`config.mk`:
```
export PLATFORM = sky130hd
export DESIGN_NAME = uart_top
export DESIGN_NICKNAME = d
export VERILOG_FILES = /design/src/rtl/uart_pkg.sv /design/src/rtl/sync_fifo.sv /design/src/rtl/uart_top.sv
export SDC_FILE = /design/constraint.sdc
export NUM_CORES = 2
export LEC_CHECK = 0
export ABC_AREA = 1
export CORE_MARGIN = 4
export CORE_UTILIZATION = 60
export DETAILED_ROUTE_END_ITERATION = 8
export HOLD_SLACK_MARGIN = 0.15
export PLACE_DENSITY = 0.8
export SLEW_MARGIN = 10
export SYNTH_ARGS = -nofsm -noshare
export SYNTH_HDL_FRONTEND = slang
export SYNTH_HIERARCHICAL = 1
export SYNTH_SLANG_ARGS = --single-unit
```
`constraint.sdc`:
```
create_clock -name clock -period 5.2 [get_ports clock]
set_clock_uncertainty 0.2 [all_clocks]
set_input_delay 0.52 -clock clock [delete_from_list [all_inputs] [get_ports clock]]
set_output_delay 0.52 -clock clock [all_outputs]
set_load 0.005 [all_outputs]
```
`src/rtl/uart_pkg.sv`:
```
`default_nettype none
// ============================================================================
// Module      : uart_pkg
// Description : Shared definitions for the UART echo design. Holds the frame
//               data width, the default baud divider and the state type used
//               by both the receive and transmit state machines.
// Revision    : 1.0 - initial release
// ============================================================================
package uart_pkg;

  // Payload bits per 8N1 frame
  localparam int DATA_BITS = 8;

  // 200 MHz / 115200 baud
  localparam int DEFAULT_CLKS_PER_BIT = 1736;

  // Common phase encoding for the RX and TX serial engines
  typedef enum logic [1:0] {
    IDLE  = 2'd0,
    START = 2'd1,
    DATA  = 2'd2,
    STOP  = 2'd3
  } uart_state_t;

endpackage
`default_nettype wire

```
`src/rtl/sync_fifo.sv`:
```
`default_nettype none
// ============================================================================
// Module      : sync_fifo
// Description : Single-clock first-word-fall-through FIFO. rdata always shows
//               the head entry; pop advances past it. A push while full is
//               ignored and a pop while empty is ignored.
// Ports       : clock  - rising-edge clock
//               reset  - synchronous active-high reset (empties the FIFO)
//               push   - write wdata at the tail
//               pop    - discard the head entry
//               wdata  - write data
//               rdata  - head entry (valid while !empty)
//               full   - no free entries
//               empty  - no stored entries
// Revision    : 1.0 - initial release
// ============================================================================
module sync_fifo #(
  parameter int WIDTH = 8,
  parameter int DEPTH = 256
) (
  input  logic             clock,
  input  logic             reset,
  input  logic             push,
  input  logic             pop,
  input  logic [WIDTH-1:0] wdata,
  output logic [WIDTH-1:0] rdata,
  output logic             full,
  output logic             empty
);

  localparam int            c_aw      = $clog2(DEPTH);
  localparam logic [c_aw:0] c_ptr_one = (c_aw + 1)'(1);

  logic [WIDTH-1:0] r_mem [DEPTH];
  logic [c_aw:0]    r_wr_ptr;
  logic [c_aw:0]    r_rd_ptr;
  logic             w_wr_en;
  logic             w_rd_en;

  // Pointers carry one extra wrap bit: equal addresses with differing wrap
  // bits means the writer is a full lap ahead.
  assign full    = (r_wr_ptr[c_aw] != r_rd_ptr[c_aw]) &&
                   (r_wr_ptr[c_aw-1:0] == r_rd_ptr[c_aw-1:0]);
  assign empty   = (r_wr_ptr == r_rd_ptr);
  assign w_wr_en = push && !full;
  assign w_rd_en = pop && !empty;
  assign rdata   = r_mem[r_rd_ptr[c_aw-1:0]];

  always_ff @(posedge clock) begin
    if (reset) begin
      r_wr_ptr <= '0;
      r_rd_ptr <= '0;
    end else begin
      if (w_wr_en) r_wr_ptr <= r_wr_ptr + c_ptr_one;
      if (w_rd_en) r_rd_ptr <= r_rd_ptr + c_ptr_one;
    end
  end

  // Storage is not reset; the pointers alone define what is valid.
  always_ff @(posedge clock) begin
    if (w_wr_en) r_mem[r_wr_ptr[c_aw-1:0]] <= wdata;
  end

endmodule
`default_nettype wire

```
`src/rtl/uart_top.sv`:
```
`default_nettype none
// ============================================================================
// Module      : uart_top
// Description : UART echo. Receives 8N1 frames on sig_rx, buffers each valid
//               byte in a FIFO and retransmits the bytes in order on sig_tx.
// Ports       : clock  - system clock, rising-edge active
//               reset  - synchronous active-high reset
//               sig_rx - asynchronous serial input, idles high
//               sig_tx - registered serial output, idles high
// Revision    : 1.0 - initial release
// ============================================================================
module uart_top
  import uart_pkg::*;
#(
  parameter int CLKS_PER_BIT = DEFAULT_CLKS_PER_BIT,
  parameter int FIFO_DEPTH   = 256
) (
  input  logic clock,
  input  logic reset,
  input  logic sig_rx,
  output logic sig_tx
);

  localparam int             c_cw        = $clog2(CLKS_PER_BIT);
  localparam logic [c_cw-1:0] c_cnt_one  = c_cw'(1);
  localparam logic [c_cw-1:0] c_bit_last = c_cw'(CLKS_PER_BIT - 1);
  localparam logic [c_cw-1:0] c_half_last = c_cw'(CLKS_PER_BIT / 2 - 1);
  localparam logic [2:0]     c_last_bit  = 3'(DATA_BITS - 1);

  // --------------------------------------------------------------------------
  // Input synchronizer plus one delayed copy for falling-edge detection
  // --------------------------------------------------------------------------
  logic r_rx_meta;
  logic r_rx_sync;
  logic r_rx_prev;

  always_ff @(posedge clock) begin
    if (reset) begin
      r_rx_meta <= 1'b1;
      r_rx_sync <= 1'b1;
      r_rx_prev <= 1'b1;
    end else begin
      r_rx_meta <= sig_rx;
      r_rx_sync <= r_rx_meta;
      r_rx_prev <= r_rx_sync;
    end
  end

  // --------------------------------------------------------------------------
  // FIFO between receiver and transmitter
  // --------------------------------------------------------------------------
  logic                 r_push;
  logic                 w_pop;
  logic [DATA_BITS-1:0] w_fifo_rdata;
  logic                 w_fifo_full;
  logic                 w_fifo_empty;
  logic [DATA_BITS-1:0] r_rx_shift;

  sync_fifo #(
    .WIDTH (DATA_BITS),
    .DEPTH (FIFO_DEPTH)
  ) u_fifo (
    .clock (clock),
    .reset (reset),
    .push  (r_push),
    .pop   (w_pop),
    .wdata (r_rx_shift),
    .rdata (w_fifo_rdata),
    .full  (w_fifo_full),
    .empty (w_fifo_empty)
  );

  // --------------------------------------------------------------------------
  // Receiver
  // --------------------------------------------------------------------------
  uart_state_t          r_rx_state;
  uart_state_t          w_rx_state_nxt;
  logic [c_cw-1:0]      r_rx_baud;
  logic [c_cw-1:0]      w_rx_baud_nxt;
  logic [2:0]           r_rx_bit;
  logic [2:0]           w_rx_bit_nxt;
  logic [DATA_BITS-1:0] w_rx_shift_nxt;
  logic                 w_push_nxt;

  always_ff @(posedge clock) begin
    if (reset) begin
      r_rx_state <= IDLE;
      r_rx_baud  <= '0;
      r_rx_bit   <= '0;
      r_rx_shift <= '0;
      r_push     <= 1'b0;
    end else begin
      r_rx_state <= w_rx_state_nxt;
      r_rx_baud  <= w_rx_baud_nxt;
      r_rx_bit   <= w_rx_bit_nxt;
      r_rx_shift <= w_rx_shift_nxt;
      r_push     <= w_push_nxt;
    end
  end

  always_comb begin
    w_rx_state_nxt = r_rx_state;
    w_rx_baud_nxt  = r_rx_baud + c_cnt_one;
    w_rx_bit_nxt   = r_rx_bit;
    w_rx_shift_nxt = r_rx_shift;
    w_push_nxt     = 1'b0;
    case (r_rx_state)
      IDLE: begin
        w_rx_baud_nxt = '0;
        if (r_rx_prev && !r_rx_sync) w_rx_state_nxt = START;
      end
      START: begin
        // Half a bit in: a line that is high again was only a glitch.
        if (r_rx_baud == c_half_last) begin
          w_rx_baud_nxt  = '0;
          w_rx_bit_nxt   = '0;
          w_rx_state_nxt = r_rx_sync ? IDLE : DATA;
        end
      end
      DATA: begin
        if (r_rx_baud == c_bit_last) begin
          w_rx_baud_nxt  = '0;
          w_rx_shift_nxt = {r_rx_sync, r_rx_shift[DATA_BITS-1:1]};
          if (r_rx_bit == c_last_bit) w_rx_state_nxt = STOP;
          else                        w_rx_bit_nxt   = r_rx_bit + 3'd1;
        end
      end
      STOP: begin
        // A low stop bit is a framing error: the byte is simply not pushed.
        if (r_rx_baud == c_bit_last) begin
          w_rx_baud_nxt  = '0;
          w_push_nxt     = r_rx_sync;
          w_rx_state_nxt = IDLE;
        end
      end
      default: w_rx_state_nxt = IDLE;
    endcase
  end

  // --------------------------------------------------------------------------
  // Transmitter
  // --------------------------------------------------------------------------
  uart_state_t          r_tx_state;
  uart_state_t          w_tx_state_nxt;
  logic [c_cw-1:0]      r_tx_baud;
  logic [c_cw-1:0]      w_tx_baud_nxt;
  logic [2:0]           r_tx_bit;
  logic [2:0]           w_tx_bit_nxt;
  logic [DATA_BITS-1:0] r_tx_shift;
  logic [DATA_BITS-1:0] w_tx_shift_nxt;
  logic                 r_tx;
  logic                 w_tx_nxt;

  assign sig_tx = r_tx;

  always_ff @(posedge clock) begin
    if (reset) begin
      r_tx_state <= IDLE;
      r_tx_baud  <= '0;
      r_tx_bit   <= '0;
      r_tx_shift <= '0;
      r_tx       <= 1'b1;
    end else begin
      r_tx_state <= w_tx_state_nxt;
      r_tx_baud  <= w_tx_baud_nxt;
      r_tx_bit   <= w_tx_bit_nxt;
      r_tx_shift <= w_tx_shift_nxt;
      r_tx       <= w_tx_nxt;
    end
  end

  always_comb begin
    w_tx_state_nxt = r_tx_state;
    w_tx_baud_nxt  = r_tx_baud + c_cnt_one;
    w_tx_bit_nxt   = r_tx_bit;
    w_tx_shift_nxt = r_tx_shift;
    w_pop          = 1'b0;
    case (r_tx_state)
      IDLE: begin
        w_tx_baud_nxt = '0;
        if (!w_fifo_empty) begin
          w_pop          = 1'b1;
          w_tx_shift_nxt = w_fifo_rdata;
          w_tx_bit_nxt   = '0;
          w_tx_state_nxt = START;
        end
      end
      START: begin
        if (r_tx_baud == c_bit_last) begin
          w_tx_baud_nxt  = '0;
          w_tx_state_nxt = DATA;
        end
      end
      DATA: begin
        if (r_tx_baud == c_bit_last) begin
          w_tx_baud_nxt = '0;
          if (r_tx_bit == c_last_bit) begin
            w_tx_state_nxt = STOP;
          end else begin
            w_tx_bit_nxt   = r_tx_bit + 3'd1;
            w_tx_shift_nxt = {1'b0, r_tx_shift[DATA_BITS-1:1]};
          end
        end
      end
      STOP: begin
        if (r_tx_baud == c_bit_last) begin
          w_tx_baud_nxt  = '0;
          w_tx_state_nxt = IDLE;
        end
      end
      default: w_tx_state_nxt = IDLE;
    endcase

    // Output is derived from the upcoming state so the registered line
    // changes on the same edge as the state register.
    case (w_tx_state_nxt)
      START:   w_tx_nxt = 1'b0;
      DATA:    w_tx_nxt = w_tx_shift_nxt[0];
      default: w_tx_nxt = 1'b1;
    endcase
  end

endmodule
`default_nettype wire

```
==> results.toml <==
[floorplan]
num_io_pins = 4
die_area_um2 = 151000
initial_utilization_pct = 60.4
row_count = 139
die_w_um = 388
core_area_um2 = 143000
dieHeight_um = 388

[power]
combPwrFrac_pct = 0.1
seq_power_share_pct = 57.0
pwr-share-clk_pct = 42.8
peakVddDrop_v = 0.000348
pwr_density_cell_nw_per_um2 = 344
power.switching_mw = 6.12
p_int_mw = 26.3
p_sw_share_pct = 18.9
p_leak_nw = 30.7

[place]
portBuffers = 3
place_inst = 8978
hpwl_um = 122000
routabilityCongestion = 0.941
place_ws_ns = 1.44

[finish]
layout_commonest_cell = "nand2_1"
instances_no_fill = 9338
drive_gt1_share_pct = 5.82
final_cell_mix = "nand2_1 (2214), edfxtp_1 (2048), nand3_1 (2044), nor2_1 (317), clkbuf_16 (202)"
area_growth_pct = 8.84
final_nets = 7290

[route]
dr_total_vias = 58600
first_iter_violations = 9332
postRouteAntennaNets = 0
vias_per_cell = 6.28
wire_per_inst_um = 23.6
drt_pass1_iterations = 7
routed_wl_um = 220000
drc_errors = 0

[sta]
worst_pin_slew_ns = 1.18
rsz0062_at_grt = "false"
max_freq_ghz = 0.258
setup_tns_ns = 0
finalCriticalPeriod_ns = 3.88
slew_violations = 0
whs_ns = 0.209
post-route-period-util_pct = 74.5
setup_viol = 0
final-hold-violation-count = 0
slew_headroom_pct = 21.5
setup_ws_ns = 1.32

[cts]
cts.clk_slew.worst_paths_ns = 0.06
clock_sinks = 2127
postCtsSetupRepairBufs = 0
clk_path_buf_depth = 3
cts_max_level = 4
clk_latency_ns = 0.81
numCtsBuffers = 198
root_buffer = "clkbuf_16"
cts_tree = "yes"

[synth]
syn_nets = 7468
syn_area_um2 = 86600
syn_avg_cell_area_um2 = 11.6
syn_inst = 7454
yosys_warnings = 6

[run_status]
status = "complete, no violations"

[grt]
antenna_found_initial = 4
grt_usage_pct = 28.7
overflow = 0
grt_max_degree = 194
grt_pass1_vias = 56700
grt_first_pass_wirelength_um = 333000

[worst_setup_path]
critPathArrivalTime_ns = 4.09
rrSetupSlack_ns = 1.32
worst_setup_path_start_kind = "flop"
worstSetupPathType = "flop to flop"
worstPathRequired_ns = 5.42
cp_max_fo = 18
critPathCaptureType = "flop"

[hold_path]
hp-class = "flop to flop"

[run]
drv_cap = 0
[path summary, 6_finish.rpt]
kind,to,start,cells past startpoint
max reg2reg,u_fifo/r_mem[37][1],u_fifo/r_wr_ptr[3],9
min reg2reg,r_rx_sync,r_rx_meta,1
min,r_rx_sync,r_rx_meta,1
max,u_fifo/r_mem[37][1],u_fifo/r_wr_ptr[3],9
[per-stage QoR]
step	utilization, %	area, µm²	total power [mW]
after floorplan	-	86600	18.9
after global placement	61.4	88100	18.9
after detailed placement	61.4	88100	18.9
after CTS	65.7	94300	32.5
after global routing	65.7	94300	33.3
final	65.7	94300	32.4
[critical path, stage by stage, from the launching register on]
cell,delay [ns]
dfxtp_1,0.57
xnor2_1,0.13
nand2_1,0.09
nor2_1,0.06
nand2_1,0.07
or2_4,0.12
nand2_2,0.16
inv_2,0.37
nand4_4,0.82
nor2_1,0.89
[cell type report]
type	count	area (µm²)
inverters	88	355
repair buffers	118	1300
clock buffers	248	5270
multi-input cells	4743	21000
flip-flops and latches	2127	63100
fillers	9755	49200
well taps	1903	2380
diodes	1	2.50
clock inverters	110	916
[registers in the layout, indices dropped and copies added (netlist names), named ones only]
signal and flops:
r_tx_shift 8, r_tx_state 2, u_fifo/r_wr_ptr 9, u_fifo/r_mem 2048, r_push 1, r_rx_sync 1
r_rx_state 1, r_rx_bit 3, sig_tx 1, r_tx_bit 3, r_rx_meta 1, r_rx_prev 1
r_rx_baud 11, r_tx_baud 11, u_fifo/r_rd_ptr 9, r_rx_shift 8
[what timing repair did]
item / CTS / global route
hold buffers: 1 / 0
resized for setup: 0 / 0
hold endpoints to repair: 1 / 0
[power by group through the flow]
stage	Clock [mW]	Sequential, mW	Combinational (mW)
floorplan	0	18.9	0.0281
global placement	0	18.8	0.0353
detailed placement	0	18.8	0.0367
CTS	14.0	18.5	0.0374
global route	14.7	18.5	0.0425
finish	13.9	18.5	0.0375
[metal layers]
metal	share of wire (%)	GRT usage [%]	vias up
li1	-	-	26000
met1	35	38.3	28000
met2	47	45.1	4067
met3	13	7.03	631
met4	5.0	13.3	2
met5	0.0055	0	-
Note: power is estimated with default switching activity, not from simulation.
